File: src/rtl/ram_fifo_ctrl_pkg.sv
`default_nettype none
// ==========================================================================
// ram_fifo_ctrl_pkg : shared widths and skid-buffer state type, rev 1.0
// ==========================================================================
package ram_fifo_ctrl_pkg;

    localparam int DEF_RAM_WIDTH     = 8;
    localparam int DEF_RAM_ADDR_BITS = 14;

    // Pointers carry one extra wrap bit; level must reach D+2 (RAM plus skid).
    function automatic int ptr_bits(input int addr_bits);
        return addr_bits + 1;
    endfunction

    function automatic int level_bits(input int addr_bits);
        return addr_bits + 2;
    endfunction

    typedef enum logic [1:0] {
        SKID_EMPTY = 2'd0,
        SKID_ONE   = 2'd1,
        SKID_TWO   = 2'd2
    } skid_state_t;

endpackage
`default_nettype wire

File: src/rtl/ram_fifo_ctrl_if.sv
`default_nettype none
// ==========================================================================
// ram_fifo_ctrl_if : stream handshakes and RAM port bundle, rev 1.0
// ==========================================================================
interface ram_fifo_ctrl_if #(
    parameter int RAM_WIDTH     = 8,
    parameter int RAM_ADDR_BITS = 14
);
    import ram_fifo_ctrl_pkg::*;

    localparam int LEVEL_BITS = level_bits(RAM_ADDR_BITS);

    logic                     flush;
    logic [RAM_WIDTH-1:0]     in_data;
    logic                     in_valid;
    logic                     in_ready;
    logic [RAM_WIDTH-1:0]     out_data;
    logic                     out_valid;
    logic                     out_ready;
    logic [LEVEL_BITS-1:0]    level;
    logic [RAM_ADDR_BITS-1:0] ram_write_address;
    logic                     ram_write_enable;
    logic [RAM_WIDTH-1:0]     ram_data_in;
    logic [RAM_ADDR_BITS-1:0] ram_read_address;
    logic [RAM_WIDTH-1:0]     ram_data_out;

    modport slave (
        input  flush, in_data, in_valid, out_ready, ram_data_out,
        output in_ready, out_data, out_valid, level,
               ram_write_address, ram_write_enable, ram_data_in, ram_read_address
    );

    modport master (
        output flush, in_data, in_valid, out_ready, ram_data_out,
        input  in_ready, out_data, out_valid, level,
               ram_write_address, ram_write_enable, ram_data_in, ram_read_address
    );

endinterface
`default_nettype wire

File: src/rtl/ram_fifo_skid.sv
`default_nettype none
// ==========================================================================
// ram_fifo_skid : 2-entry register FIFO whose head drives the output, rev 1.0
// ==========================================================================
module ram_fifo_skid
    import ram_fifo_ctrl_pkg::*;
#(
    parameter int WIDTH = 8
) (
    input  wire logic             clock,
    input  wire logic             reset_n,
    input  wire logic             flush,
    input  wire logic             push,
    input  wire logic [WIDTH-1:0] push_data,
    input  wire logic             pop,
    output logic [WIDTH-1:0]      head_data,
    output logic                  head_valid,
    output logic [1:0]            count
);

    skid_state_t      state;
    logic [WIDTH-1:0] slot0;
    logic [WIDTH-1:0] slot1;

    always_ff @(posedge clock or negedge reset_n) begin
        if (!reset_n) begin
            state      <= SKID_EMPTY;
            slot0      <= '0;
            slot1      <= '0;
            head_valid <= 1'b0;
        end else if (flush) begin
            state      <= SKID_EMPTY;
            head_valid <= 1'b0;
        end else begin
            case (state)
                SKID_EMPTY: begin
                    if (push) begin
                        slot0      <= push_data;
                        state      <= SKID_ONE;
                        head_valid <= 1'b1;
                    end
                end
                SKID_ONE: begin
                    if (push && pop) begin
                        slot0 <= push_data;
                    end else if (push) begin
                        slot1 <= push_data;
                        state <= SKID_TWO;
                    end else if (pop) begin
                        state      <= SKID_EMPTY;
                        head_valid <= 1'b0;
                    end
                end
                SKID_TWO: begin
                    // The controller never pushes into a full buffer without a pop.
                    if (pop) begin
                        slot0 <= slot1;
                        if (push) begin
                            slot1 <= push_data;
                        end else begin
                            state <= SKID_ONE;
                        end
                    end
                end
                default: begin
                    state      <= SKID_EMPTY;
                    head_valid <= 1'b0;
                end
            endcase
        end
    end

    assign head_data = slot0;
    assign count     = state;

endmodule
`default_nettype wire

File: src/rtl/ram_fifo_ctrl.sv
`default_nettype none
// ==========================================================================
// ram_fifo_ctrl : streaming FIFO sequencer around a dual-port RAM, rev 1.0
// ==========================================================================
module ram_fifo_ctrl
    import ram_fifo_ctrl_pkg::*;
#(
    parameter int RAM_WIDTH     = DEF_RAM_WIDTH,
    parameter int RAM_ADDR_BITS = DEF_RAM_ADDR_BITS
) (
    input  wire logic      clock,
    input  wire logic      reset_n,
    ram_fifo_ctrl_if.slave bus
);

    localparam int PTR_BITS   = ptr_bits(RAM_ADDR_BITS);
    localparam int LEVEL_BITS = level_bits(RAM_ADDR_BITS);
    localparam logic [PTR_BITS-1:0] DEPTH = {1'b1, {RAM_ADDR_BITS{1'b0}}};

    logic [PTR_BITS-1:0]   wr_ptr;
    logic [PTR_BITS-1:0]   rd_ptr;
    logic [PTR_BITS-1:0]   ram_occ;
    logic                  rd_pending;
    logic [LEVEL_BITS-1:0] level_count;
    logic                  ram_full;
    logic                  accept;
    logic                  write_en;
    logic                  pop;
    logic                  rd_issue;
    logic [1:0]            skid_count;
    logic [2:0]            skid_demand;
    logic                  skid_valid;
    logic [RAM_WIDTH-1:0]  skid_data;

    assign ram_occ  = wr_ptr - rd_ptr;
    assign ram_full = (ram_occ == DEPTH);
    assign accept   = !ram_full && !bus.flush;
    assign write_en = bus.in_valid && accept;
    assign pop      = skid_valid && bus.out_ready;

    // Words the skid will hold next cycle if no new read is issued now.
    assign skid_demand = {1'b0, skid_count} + {2'b00, rd_pending} - {2'b00, pop};
    assign rd_issue    = (ram_occ != '0) && (skid_demand < 3'd2) && !bus.flush;

    always_ff @(posedge clock or negedge reset_n) begin
        if (!reset_n) begin
            wr_ptr      <= '0;
            rd_ptr      <= '0;
            rd_pending  <= 1'b0;
            level_count <= '0;
        end else if (bus.flush) begin
            wr_ptr      <= '0;
            rd_ptr      <= '0;
            rd_pending  <= 1'b0;
            level_count <= '0;
        end else begin
            if (write_en) begin
                wr_ptr <= wr_ptr + PTR_BITS'(1);
            end
            if (rd_issue) begin
                rd_ptr <= rd_ptr + PTR_BITS'(1);
            end
            rd_pending  <= rd_issue;
            level_count <= level_count + {{(LEVEL_BITS-1){1'b0}}, write_en}
                                       - {{(LEVEL_BITS-1){1'b0}}, pop};
        end
    end

    // In-flight RAM data is dropped on flush by gating the push.
    ram_fifo_skid #(
        .WIDTH (RAM_WIDTH)
    ) u_skid (
        .clock      (clock),
        .reset_n    (reset_n),
        .flush      (bus.flush),
        .push       (rd_pending && !bus.flush),
        .push_data  (bus.ram_data_out),
        .pop        (pop),
        .head_data  (skid_data),
        .head_valid (skid_valid),
        .count      (skid_count)
    );

    assign bus.in_ready          = accept;
    assign bus.out_data          = skid_data;
    assign bus.out_valid         = skid_valid;
    assign bus.level             = level_count;
    assign bus.ram_write_address = wr_ptr[RAM_ADDR_BITS-1:0];
    assign bus.ram_write_enable  = write_en;
    assign bus.ram_data_in       = bus.in_data;
    assign bus.ram_read_address  = rd_ptr[RAM_ADDR_BITS-1:0];

endmodule
`default_nettype wire

File: src/flat_wrapper.sv
// flat-port wrapper written by rule: the top's interface ports become plain ports
module ram_fifo_ctrl_flat import ram_fifo_ctrl_pkg::*;
#(
    parameter int RAM_WIDTH     = DEF_RAM_WIDTH,
    parameter int RAM_ADDR_BITS = DEF_RAM_ADDR_BITS
)
  (clock, reset_n, bus_flush, bus_in_data, bus_in_valid, bus_out_ready, bus_ram_data_out, bus_in_ready, bus_out_data, bus_out_valid, bus_level, bus_ram_write_address, bus_ram_write_enable, bus_ram_data_in, bus_ram_read_address);
  ram_fifo_ctrl_if #(.RAM_WIDTH(RAM_WIDTH), .RAM_ADDR_BITS(RAM_ADDR_BITS)) bus_i ();
  input  wire logic clock;
  input  wire logic reset_n;
  input wire logic [$bits(bus_i.flush)-1:0] bus_flush;
  input wire logic [$bits(bus_i.in_data)-1:0] bus_in_data;
  input wire logic [$bits(bus_i.in_valid)-1:0] bus_in_valid;
  input wire logic [$bits(bus_i.out_ready)-1:0] bus_out_ready;
  input wire logic [$bits(bus_i.ram_data_out)-1:0] bus_ram_data_out;
  output wire logic [$bits(bus_i.in_ready)-1:0] bus_in_ready;
  output wire logic [$bits(bus_i.out_data)-1:0] bus_out_data;
  output wire logic [$bits(bus_i.out_valid)-1:0] bus_out_valid;
  output wire logic [$bits(bus_i.level)-1:0] bus_level;
  output wire logic [$bits(bus_i.ram_write_address)-1:0] bus_ram_write_address;
  output wire logic [$bits(bus_i.ram_write_enable)-1:0] bus_ram_write_enable;
  output wire logic [$bits(bus_i.ram_data_in)-1:0] bus_ram_data_in;
  output wire logic [$bits(bus_i.ram_read_address)-1:0] bus_ram_read_address;
  assign bus_i.flush = bus_flush;
  assign bus_i.in_data = bus_in_data;
  assign bus_i.in_valid = bus_in_valid;
  assign bus_i.out_ready = bus_out_ready;
  assign bus_i.ram_data_out = bus_ram_data_out;
  assign bus_in_ready = bus_i.in_ready;
  assign bus_out_data = bus_i.out_data;
  assign bus_out_valid = bus_i.out_valid;
  assign bus_level = bus_i.level;
  assign bus_ram_write_address = bus_i.ram_write_address;
  assign bus_ram_write_enable = bus_i.ram_write_enable;
  assign bus_ram_data_in = bus_i.ram_data_in;
  assign bus_ram_read_address = bus_i.ram_read_address;
  ram_fifo_ctrl #(.RAM_WIDTH(RAM_WIDTH), .RAM_ADDR_BITS(RAM_ADDR_BITS)) u_core (.clock(clock), .reset_n(reset_n), .bus(bus_i));
endmodule
File: config.mk
export PLATFORM = sky130hd
export DESIGN_NAME = ram_fifo_ctrl_flat
export DESIGN_NICKNAME = d
export VERILOG_FILES = /design/src/rtl/ram_fifo_ctrl_pkg.sv /design/src/rtl/ram_fifo_ctrl_if.sv /design/src/rtl/ram_fifo_skid.sv /design/src/rtl/ram_fifo_ctrl.sv /design/src/flat_wrapper.sv
export SDC_FILE = /design/constraint.sdc
export NUM_CORES = 1
export LEC_CHECK = 0
export ABC_AREA = 1
export CORE_MARGIN = 4
export CORE_UTILIZATION = 51
export CTS_CLUSTER_SIZE = 30
export DETAILED_ROUTE_END_ITERATION = 8
export PLACE_DENSITY = 0.76
export SKIP_LAST_GASP = 1
export SLEW_MARGIN = 25
export SYNTH_ARGS = -nofsm -noshare
export SYNTH_HDL_FRONTEND = slang
export SYNTH_HIERARCHICAL = 1
export SYNTH_SLANG_ARGS = --single-unit
File: constraint.sdc
create_clock -name clock -period 5 [get_ports clock]
set_input_delay 0.75 -clock clock [delete_from_list [all_inputs] [get_ports clock]]
set_output_delay 0.75 -clock clock [all_outputs]
set_load 0.02 [all_outputs]
Yosys cells after proc, flatten, opt, wreduce, memory -nomap -nowiden
Cells that the tools add are included.
Widths: inputs -> output; s select.
- output and inout port bits: 63
- input bits: 21
- bits in registers: 66
- logic and storage cells: 79
- magnitude comparators: 1
- multiplexer cells: 28
- reductions and logical operators: 19
- bitwise logic cells: 1
- add/subtract/negate cells: 7
- eq/ne operators: 15
- operators by type and width (operator ; number):
    $mux 15 ; 4
    $mux 8 ; 6
    $add 15x1->15 const B ; 2
    $pmux 8 s3 ; 1
    $add 16x1->16 ; 1
    $mux 16 ; 1
    $pmux 8 s2 ; 1
    $sub 16x1->16 ; 1
    $eq 15x15->1 const B ; 1
    $reduce_and 5->1 ; 3
    $reduce_bool 15->1 ; 1
    $sub 15x15->15 ; 1
    $mux 2 ; 7
    $ne 3x3->1 const B ; 4
    $ne 2x2->1 const B ; 4
    $logic_and 1x1->1 ; 7
    $mux 1 ; 6
    $ne 3x2->1 const B ; 2
    $pmux 2 s3 ; 1
    $reduce_bool 2->1 ; 3
    $ne 4x3->1 const B ; 1
    $reduce_and 4->1 ; 1
    $add 2x1->3 ; 1
    $lt 3x2->1 const B ; 1
    9 further kinds ; 10

Longest topological paths before layout
Gate-level depths: netlist (run 1).
- depth in word-level cells: 8
- gate-level depth with buffers: 33
- gate-level depth less buffers: 33

By module
Netlist (run 1), hierarchy kept.
- modules (own cells, without submodules) (module ; area an instance (um^2) ; cells an instance ; times used ; sequential area each (um^2)):
    ram_fifo_ctrl ; 4578.1 ; 686 ; 1 ; 1176.1
    ram_fifo_skid ; 1089.8 ; 143 ; 1 ; 475.5

Worst setup path after synthesis (run 1)
Ideal clock, no wire load.
- path type: register -> register
- start point: register u_core.rd_ptr[3]
- end point: register u_core.level_count[12], in the netlist u_core/bus.level[12]
- path buffers: 0
- cell stages (with the launch flop): 32
- library setup time: 0.119 ns
- arrival time: 3.948 ns
- clock period less this slack: 4.067 ns
- slack: 0.933 ns
- required time: 4.881 ns
- cells stage by stage: dfrtp_1 -> inv_1 -> ha_1 -> nand2_1 -> inv_1 -> a21oi_2 -> nand2_1 -> nand2_1 -> nand2_1 -> nand2_1 -> nand2_1 -> nand2_2 -> nor2_4 -> nand2_4 -> nand2_4 -> nor2_1 -> inv_1 -> ha_1 -> inv_1 -> ha_1 -> fa_1 -> nand2_1 -> inv_1 -> o21ai_0 -> nand2_1 -> nand3_1 -> nand2_1 -> nand2_1 -> nand2_1 -> a21boi_0 -> a21oi_1 -> o21a_1
- word-level cells in the longest chain between the ends: 8
- RTL lines (element ; RTL line ; source):
    start, declared ; ram_fifo_ctrl.sv:21 ; logic [PTR_BITS-1:0] rd_ptr;
    start signal, assigned ; ram_fifo_ctrl.sv:61 ; rd_ptr <= rd_ptr + PTR_BITS'(1);
    $sub 15x15->15 ; ram_fifo_ctrl.sv:35 ; assign ram_occ = wr_ptr - rd_ptr;
    $eq 15x15->1 ; ram_fifo_ctrl.sv:36 ; assign ram_full = (ram_occ == DEPTH);
    $logic_not 1->1 ; ram_fifo_ctrl.sv:37 ; assign accept = !ram_full && !bus.flush;
    $logic_and 1x1->1 ; ram_fifo_ctrl.sv:37 ;
    $logic_and 1x1->1 ; ram_fifo_ctrl.sv:38 ; assign write_en = bus.in_valid && accept;
    named net bus_ram_write_enable ; flat_wrapper.sv:21 ; output wire logic [$bits(bus_i.ram_write_enable)-1:0] bus_ram_write_enable;
    $add 16x1->16 ; ram_fifo_ctrl.sv:64 ; level_count <= level_count + {{(LEVEL_BITS-1){1'b0}}, write_en}
    $sub 16x1->16 ; ram_fifo_ctrl.sv:65 ; - {{(LEVEL_BITS-1){1'b0}}, pop};
    $mux 16 ; ram_fifo_ctrl.sv:51 ; end else if (bus.flush) begin
    end signal, assigned ; ram_fifo_ctrl.sv:64 ;
    end, declared ; ram_fifo_ctrl.sv:24 ; logic [LEVEL_BITS-1:0] level_count;
The timed path passes the listed nets, and every way through them passes these cells.
A chain may end at the register's enable or synchronous reset.

Worst setup path in the final report (run 1)
- start point: register u_core.wr_ptr[4]
- end point: register u_core.level_count[12], in the netlist u_core/bus.level[12]
- word-level cells in the longest chain between the ends: 8
- RTL lines (element ; RTL line ; source):
    start, declared ; ram_fifo_ctrl.sv:20 ; logic [PTR_BITS-1:0] wr_ptr;
    start signal, assigned ; ram_fifo_ctrl.sv:58 ; wr_ptr <= wr_ptr + PTR_BITS'(1);
    $sub 15x15->15 ; ram_fifo_ctrl.sv:35 ;
    $eq 15x15->1 ; ram_fifo_ctrl.sv:36 ;
    $logic_not 1->1 ; ram_fifo_ctrl.sv:37 ;
    $logic_and 1x1->1 ; ram_fifo_ctrl.sv:37 ;
    $logic_and 1x1->1 ; ram_fifo_ctrl.sv:38 ;
    $add 16x1->16 ; ram_fifo_ctrl.sv:64 ;
    $sub 16x1->16 ; ram_fifo_ctrl.sv:65 ;
    $mux 16 ; ram_fifo_ctrl.sv:51 ;
No other way between the ends.

==> results of run 1 <==
==> cell type report <==
class | count | area [µm²]
tap | 140 | 175
clock inverter | 6 | 65.1
fill | 1044 | 4470
inverter | 137 | 515
timing repair buffer | 73 | 711
clock buffer | 10 | 128
sequential | 66 | 1660
multi-input combinational | 570 | 3120
==> critical path: cells and delay by family (launching register included) <==
kind            cells  cell delay (ns)
flops               1             0.51
fa+ha+maj           4             1.27
compound gates      4             0.50
buf+inv             4             0.19
simple gates       18             1.82
==> layer usage <==
metal  vias to the layer above  routed length, µm  GRT usage [%]
met5                         -                  0              0
met4                         0                214           5.53
met3                        17                883           5.04
met2                       162               6110           34.5
met1                      2423               6480           31.5
li1                       2688                  -              -
==> stage by stage <==
step	setup WS [ns]	instances
detailed placement	0.502	986
global placement	0.602	986
global route	0.00799	1002
CTS	0.457	1002
floorplan	0.933	829
finish	0.593	1002
==> placed cells by master (no fill, tap or decap), types with 3 or more instances in the layout <==
cell type	netlist	layout
clkbuf_8	0	9
a21oi_1	34	33
a21oi_2	2	3
and2_1	3	3
xnor2_1	5	5
clkdlybuf4s50_1	0	66
xor2_1	22	22
nor4_1	3	3
inv_1	133	133
nand4_1	46	46
dfrtp_2	0	3
nand3_2	3	3
inv_2	4	3
dfrtp_1	66	63
clkinv_2	0	3
buf_4	37	6
nor2_1	52	51
nand2_2	16	16
nor2_2	4	5
o21ai_0	16	16
nand2_4	3	3
nand2_1	215	215
nand3_1	86	86
nor3_1	4	4
ha_1	33	33
==> flip-flops by register name, indices dropped and copies added, names as in the netlist <==
register	cells
u_core/bus.level	16
u_core/rd_ptr	15
u_core/wr_ptr	15
u_core/u_skid/head_data	8
u_core/u_skid/slot1	8
u_core/u_skid/count	2
u_core/rd_pending	1
u_core/u_skid/head_valid	1
==> timing repair <==
action | 4_1_cts | 5_1_grt
hold buffers | 0 | 0
endpoints found under the setup margin | 0 | 1
gates resized for setup | 0 | 6
==> worst paths after layout <==
| path | cells after the start | slack, ns | startpoint | endpoint |
|---|---|---|---|---|
| max | 30 | 0.59 | u_core/wr_ptr[4]$_DFFE_PN0P_ | u_core/bus.level[12]$_DFF_PN0_ |
| min | 2 | 0.48 | u_core/u_skid/slot1[4]$_DFFE_PN0P_ | u_core/u_skid/slot1[4]$_DFFE_PN0P_ |
| max reg2reg | 30 | 0.59 | u_core/wr_ptr[4]$_DFFE_PN0P_ | u_core/bus.level[12]$_DFF_PN0_ |
| min reg2reg | 2 | 0.48 | u_core/u_skid/slot1[4]$_DFFE_PN0P_ | u_core/u_skid/slot1[4]$_DFFE_PN0P_ |
| max in group asynchronous | 2 | 3.76 | reset_n | u_core/rd_ptr[6]$_DFFE_PN0P_ |
| min in group asynchronous | 2 | 0.57 | reset_n | u_core/wr_ptr[13]$_DFFE_PN0P_ |
==> report_power, final <==
| part | switching, W | leakage, nW | internal, W |
|---|---|---|---|
| clock network | 0.000228 | 0.0966 | 0.000231 |
| registers | 0.000115 | 0.870 | 0.000671 |
| logic | 0.00111 | 2.47 | 0.000653 |
| total | 0.00146 | 3.44 | 0.00156 |
==> logic make-up after synthesis <==
| logic type | share of synthesized area, % |
|---|---|
| XOR/XNOR | 4.17 |
| buffers and inverters | 16.0 |
| AND/OR/NAND/NOR | 36.3 |
| flip-flops | 29.1 |
| AO/OA/AOI/OAI | 6.40 |
| adder cells (fa/ha/maj) | 7.99 |
==> flow_summary.yaml, run 1 <==
status:
  status: "finished clean"
cts:
  clock_latency_ns: 0.35
  htree_levels: 3
  cts-root-buf: "clkbuf_8"
  cts_tree: "built"
  clk_path_buf_depth: 2
  clock-sinks: 66
  cts_setup_buffers: 0
  cts.clk_slew.worst_paths_ns: 0.08
  cts_inserted_buffers: 9
routing:
  drtPass1Iterations: 5
  vias: 5290
  vias_per_cell: 5.28
  wl_per_cell_um: 13.7
  finalWirelength_mm: 13.7
  route.detailed.drc: 0
  antenna_left: 0
  first_iter_violations: 417
place:
  placed_cell_area_um2: 6160
  io_buffers: 67
  routabilityCongestion: 0.931
  dpl.hpwl_mm: 10.0
synthesis:
  syn_inst: 829
  yosysMostFrequentCell: "nand2_1"
  synthArstFlopShare_pct: 100
  synthFlopType: "dfrtp_1"
  ys_warn_count: 6
  avgSynthCellArea_um2: 6.84
  synth_cell_types: 42
  synth-seq-area-share_pct: 29.1
  yosys.area.top_type: "dfrtp_1"
  yosysTopAreaCellShare_pct: 29.1
  netlist_area_um2: 5670
  synth_fp_nets: 885
  ys_ff_latch: 66
  synthTopCellsByCount: "nand2_1 (215), inv_1 (133), nand3_1 (86), dfrtp_1 (66), nor2_1 (52)"
  synth_area_leaders: "dfrtp_1 (29%), nand2_1 (14%), inv_1 (8.8%)"
  synth_edf_count: 0
critical_path:
  crit_path_max_fanout: 16
  startpoint_type: "flip-flop"
  cp.arrival_ns: 4.65
  critical_path.endpoint_type: "flip-flop"
  crit_required_ns: 5.24
  cp_common_cell: "nand2_1"
  crit_type: "flip-flop to flip-flop"
  max_stage_delay_ns: 0.51
  cpMaxStageDelayCell: "dfrtp_1"
timing:
  fmax_mhz: 227
  drv_slew: 0
  rsz0062_at_grt: "no"
  relSlewSlack_pct: 39.8
  worst_slew_pin_slew_ns: 0.902
  hold_viol_final: 0
  whs_ns: 0.477
  setup_viol: 0
  min_period_ns: 4.41
  finalSetupTns_ns: 0
  period_share_pct: 88.1
  skew_ns: 0.0137
global_route:
  grt_pass1_wl_mm: 23.5
  antenna_found_initial: 0
  grt_pass1_vias: 4764
  grt_max_degree: 72
  grtUsageTotal_pct: 22.2
  globalRouteOverflowTotal: 0
power:
  p_leak_nw: 3.44
  vdd_drop_max_mv: 0.261
  pwr_density_cell_nw_per_um2: 473
  p_total_w: 0.00301
run:
  drv_cap: 0
finish:
  fin_util_pct: 58.7
  drive_gt1_share_pct: 7.77
  area_growth_pct: 12.3
  diodes: 0
  fin_nets: 913
  fin_area_um2: 6370
hold_path:
  hold_path.class: "flip-flop to flip-flop"
floorplanning:
  die_x_um: 113
  dieArea_um2: 12900
  io_pins: 84
  core_area_um2: 10800
  initial_core_util_pct: 52.3
  die_y_um: 113
  rows: 38
Note: power is estimated with default switching activity, not from simulation.
==> inputs of run 2 (changes only) <==
Settings changed: ABC_AREA 1 to default, CTS_CLUSTER_SIZE 30 to 10, PLACE_DENSITY 0.76 to 0.77.
==> flow_summary.yaml, run 2 <==
synthesis:
  syn_inst: 574
  synth-seq-area-share_pct: 31.8
  yosysTopAreaCellShare_pct: 31.8
  synth_fp_nets: 630
  synth_area_leaders: "dfrtp_1 (32%), ha_1 (7.9%), buf_4 (5.3%)"
  synthArstFlopShare_pct: 100
  yosysMostFrequentCell: "dfrtp_1"
  netlist_area_um2: 5200
  synthFlopType: "dfrtp_1"
  avgSynthCellArea_um2: 9.05
  ys_warn_count: 6
  ys_ff_latch: 66
  synth_cell_types: 76
  synth_edf_count: 0
  synthTopCellsByCount: "dfrtp_1 (66), nor2_1 (48), inv_1 (43), buf_4 (37), a21oi_1 (36)"
  yosys.area.top_type: "dfrtp_1"
power:
  p_total_w: 0.00310
  pwr_density_cell_nw_per_um2: 468
  p_leak_nw: 2.88
  vdd_drop_max_mv: 0.404
critical_path:
  crit_type: "flip-flop to flip-flop"
  cp.arrival_ns: 5.21
  crit_path_max_fanout: 5
  critical_path.endpoint_type: "flip-flop"
  startpoint_type: "flip-flop"
  crit_required_ns: 5.21
routing:
  first_iter_violations: 356
  vias: 4626
  antenna_left: 0
  vias_per_cell: 5.79
  route.detailed.drc: 0
  finalWirelength_mm: 14.2
  drtPass1Iterations: 5
  wl_per_cell_um: 17.7
timing:
  drv_slew: 0
  hold_viol_final: 0
  worst_slew_pin_slew_ns: 0.851
  fmax_mhz: 200
  setup_viol: 1
  min_period_ns: 5.00
  relSlewSlack_pct: 43.3
  skew_ns: 0.0110
  final.setup.worst_slack_ns: -0.00195
  period_share_pct: 100
  rsz0062_at_grt: "yes"
finish:
  largest_register_ffs: 16
  drive_gt1_share_pct: 24.9
  area_growth_pct: 27.4
  diodes: 0
  layout_commonest_cell: "dfrtp_1"
  fin_util_pct: 67.1
  final_cell_mix: "dfrtp_1 (66), clkdlybuf4s50_1 (65), buf_4 (64)"
  fin_nets: 717
floorplanning:
  core_area_um2: 9860
  rows: 36
  die_x_um: 109
  die_y_um: 109
  io_pins: 84
  initial_core_util_pct: 52.7
  dieArea_um2: 11900
status:
  status: "finished with violations"
  violations: "negative setup slack"
place:
  dpl_worst_slack_ns: -0.0230
  io_buffers: 67
  dpl.hpwl_mm: 9.79
  routabilityCongestion: 0.943
cts:
  clk_path_buf_depth: 2
  clock_latency_ns: 0.35
  cts_tree: "built"
  cts_inserted_buffers: 9
  cts-root-buf: "clkbuf_8"
  htree_levels: 3
  cts.clk_slew.worst_paths_ns: 0.08
  clock-sinks: 66
hold_path:
  hold_path.class: "flip-flop to flip-flop"
global_route:
  grt_pass1_vias: 4544
  antenna_found_initial: 0
  grtUsageTotal_pct: 23.3
  grt_max_degree: 67
  grt_pass1_wl_mm: 21.9
  globalRouteOverflowTotal: 0
run:
  drv_cap: 0
==> run 2: changes by cell type in the layout (fill, tap and decap cells not counted), sizes merged, moves of 15 or more <==
cell   change
inv       -93
o21ai     +15
mux2      +27
nand2    -207
nand4     -37
nand3     -77
buf       +61
==> run 2: metal layers <==
metal,vias to the layer above,share of wire (%),global-route usage [%]
met5,-,0,0
met4,0,2.7,9.38
met3,43,4.4,4.68
met2,138,50,39.5
met1,2247,43,28.9
li1,2198,-,-
==> run 2: worst paths after layout <==
kind,start,endpoint,slack (ns),cells after the start
min reg2reg,u_core/u_skid/head_data[0]$_DFFE_PN0P_,u_core/u_skid/head_data[0]$_DFFE_PN0P_,0.51,1
max reg2reg,u_core/rd_ptr[2]$_DFFE_PN0P_,u_core/bus.level[14]$_DFF_PN0_,-0.002,24
min,u_core/u_skid/head_data[0]$_DFFE_PN0P_,u_core/u_skid/head_data[0]$_DFFE_PN0P_,0.51,1
min in group asynchronous,reset_n,u_core/u_skid/head_data[2]$_DFFE_PN0P_,0.59,2
max in group asynchronous,reset_n,u_core/wr_ptr[12]$_DFFE_PN0P_,3.84,2
max,u_core/rd_ptr[2]$_DFFE_PN0P_,u_core/bus.level[14]$_DFF_PN0_,-0.002,24
==> run 2: logic make-up after synthesis <==
logic type / count (synthesis) / synth area share, %
DFF: 66 / 31.8
xor gates and xnor gates: 25 / 4.72
muxes: 30 / 7.01
buffers and inverters: 100 / 10.8
and+or+nand+nor: 183 / 19.2
adders and majority gates: 35 / 8.72
AOI/OAI and AO/OA: 135 / 17.7
==> run 2: final cells by class <==
| class | count | area [µm²] |
|---|---|---|
| Inverter | 43 | 161 |
| Timing Repair Buffer | 133 | 1170 |
| Sequential cell | 66 | 1650 |
| Tap cell | 133 | 166 |
| Multi-Input combinational cell | 408 | 3250 |
| Clock inverter | 6 | 90.1 |
| Clock buffer | 10 | 128 |
| Fill cell | 791 | 3250 |
==> run 2: metrics by stage <==
| stage | setup TNS (ns) | hold slack, ns | cell area, µm² | std cells |
|---|---|---|---|---|
| after floorplan | 0 | 0.454 | 5210 | 574 |
| after global placement | -0.00214 | 0.485 | 6080 | 775 |
| after detailed placement | -0.0230 | 0.491 | 6080 | 775 |
| after CTS | 0 | 0.515 | 6360 | 792 |
| after global routing | -0.661 | 0.525 | 6620 | 799 |
| final | -0.00195 | 0.510 | 6620 | 799 |
==> run 2: repair_timing <==
action	CTS	global route
setup endpoints to repair	1	6
pin swaps	10	29
buffers inserted	1	7
cloned	0	0
hold buffers	0	0
resized for setup	7	40
==> run 2: report_power, final <==
part / switching, W / total, W / internal, W
sequential: 0.0000936 / 0.000759 / 0.000665
clock: 0.000225 / 0.000508 / 0.000283
combinational: 0.000938 / 0.00183 / 0.000893
==> run 2: worst max-delay path: stages, from the launching register on <==
cell      delay, ns
dfrtp_1        0.39
inv_1          0.06
ha_2           0.30
o21ai_2        0.14
a21oi_2        0.07
buf_4          0.15
o211ai_1       0.21
nand4b_1       0.18
or4b_1         0.50
a2111o_1       0.47
o21ai_4        0.18
or2_4          0.16
ha_4           0.19
inv_2          0.06
ha_4           0.13
fa_2           0.20
a21o_1         0.11
a21o_1         0.15
a21oi_2        0.08
o31ai_2        0.31
nand4_1        0.21
a31oi_2        0.27
a31oi_1        0.12
xor2_1         0.16
nor2_1         0.05
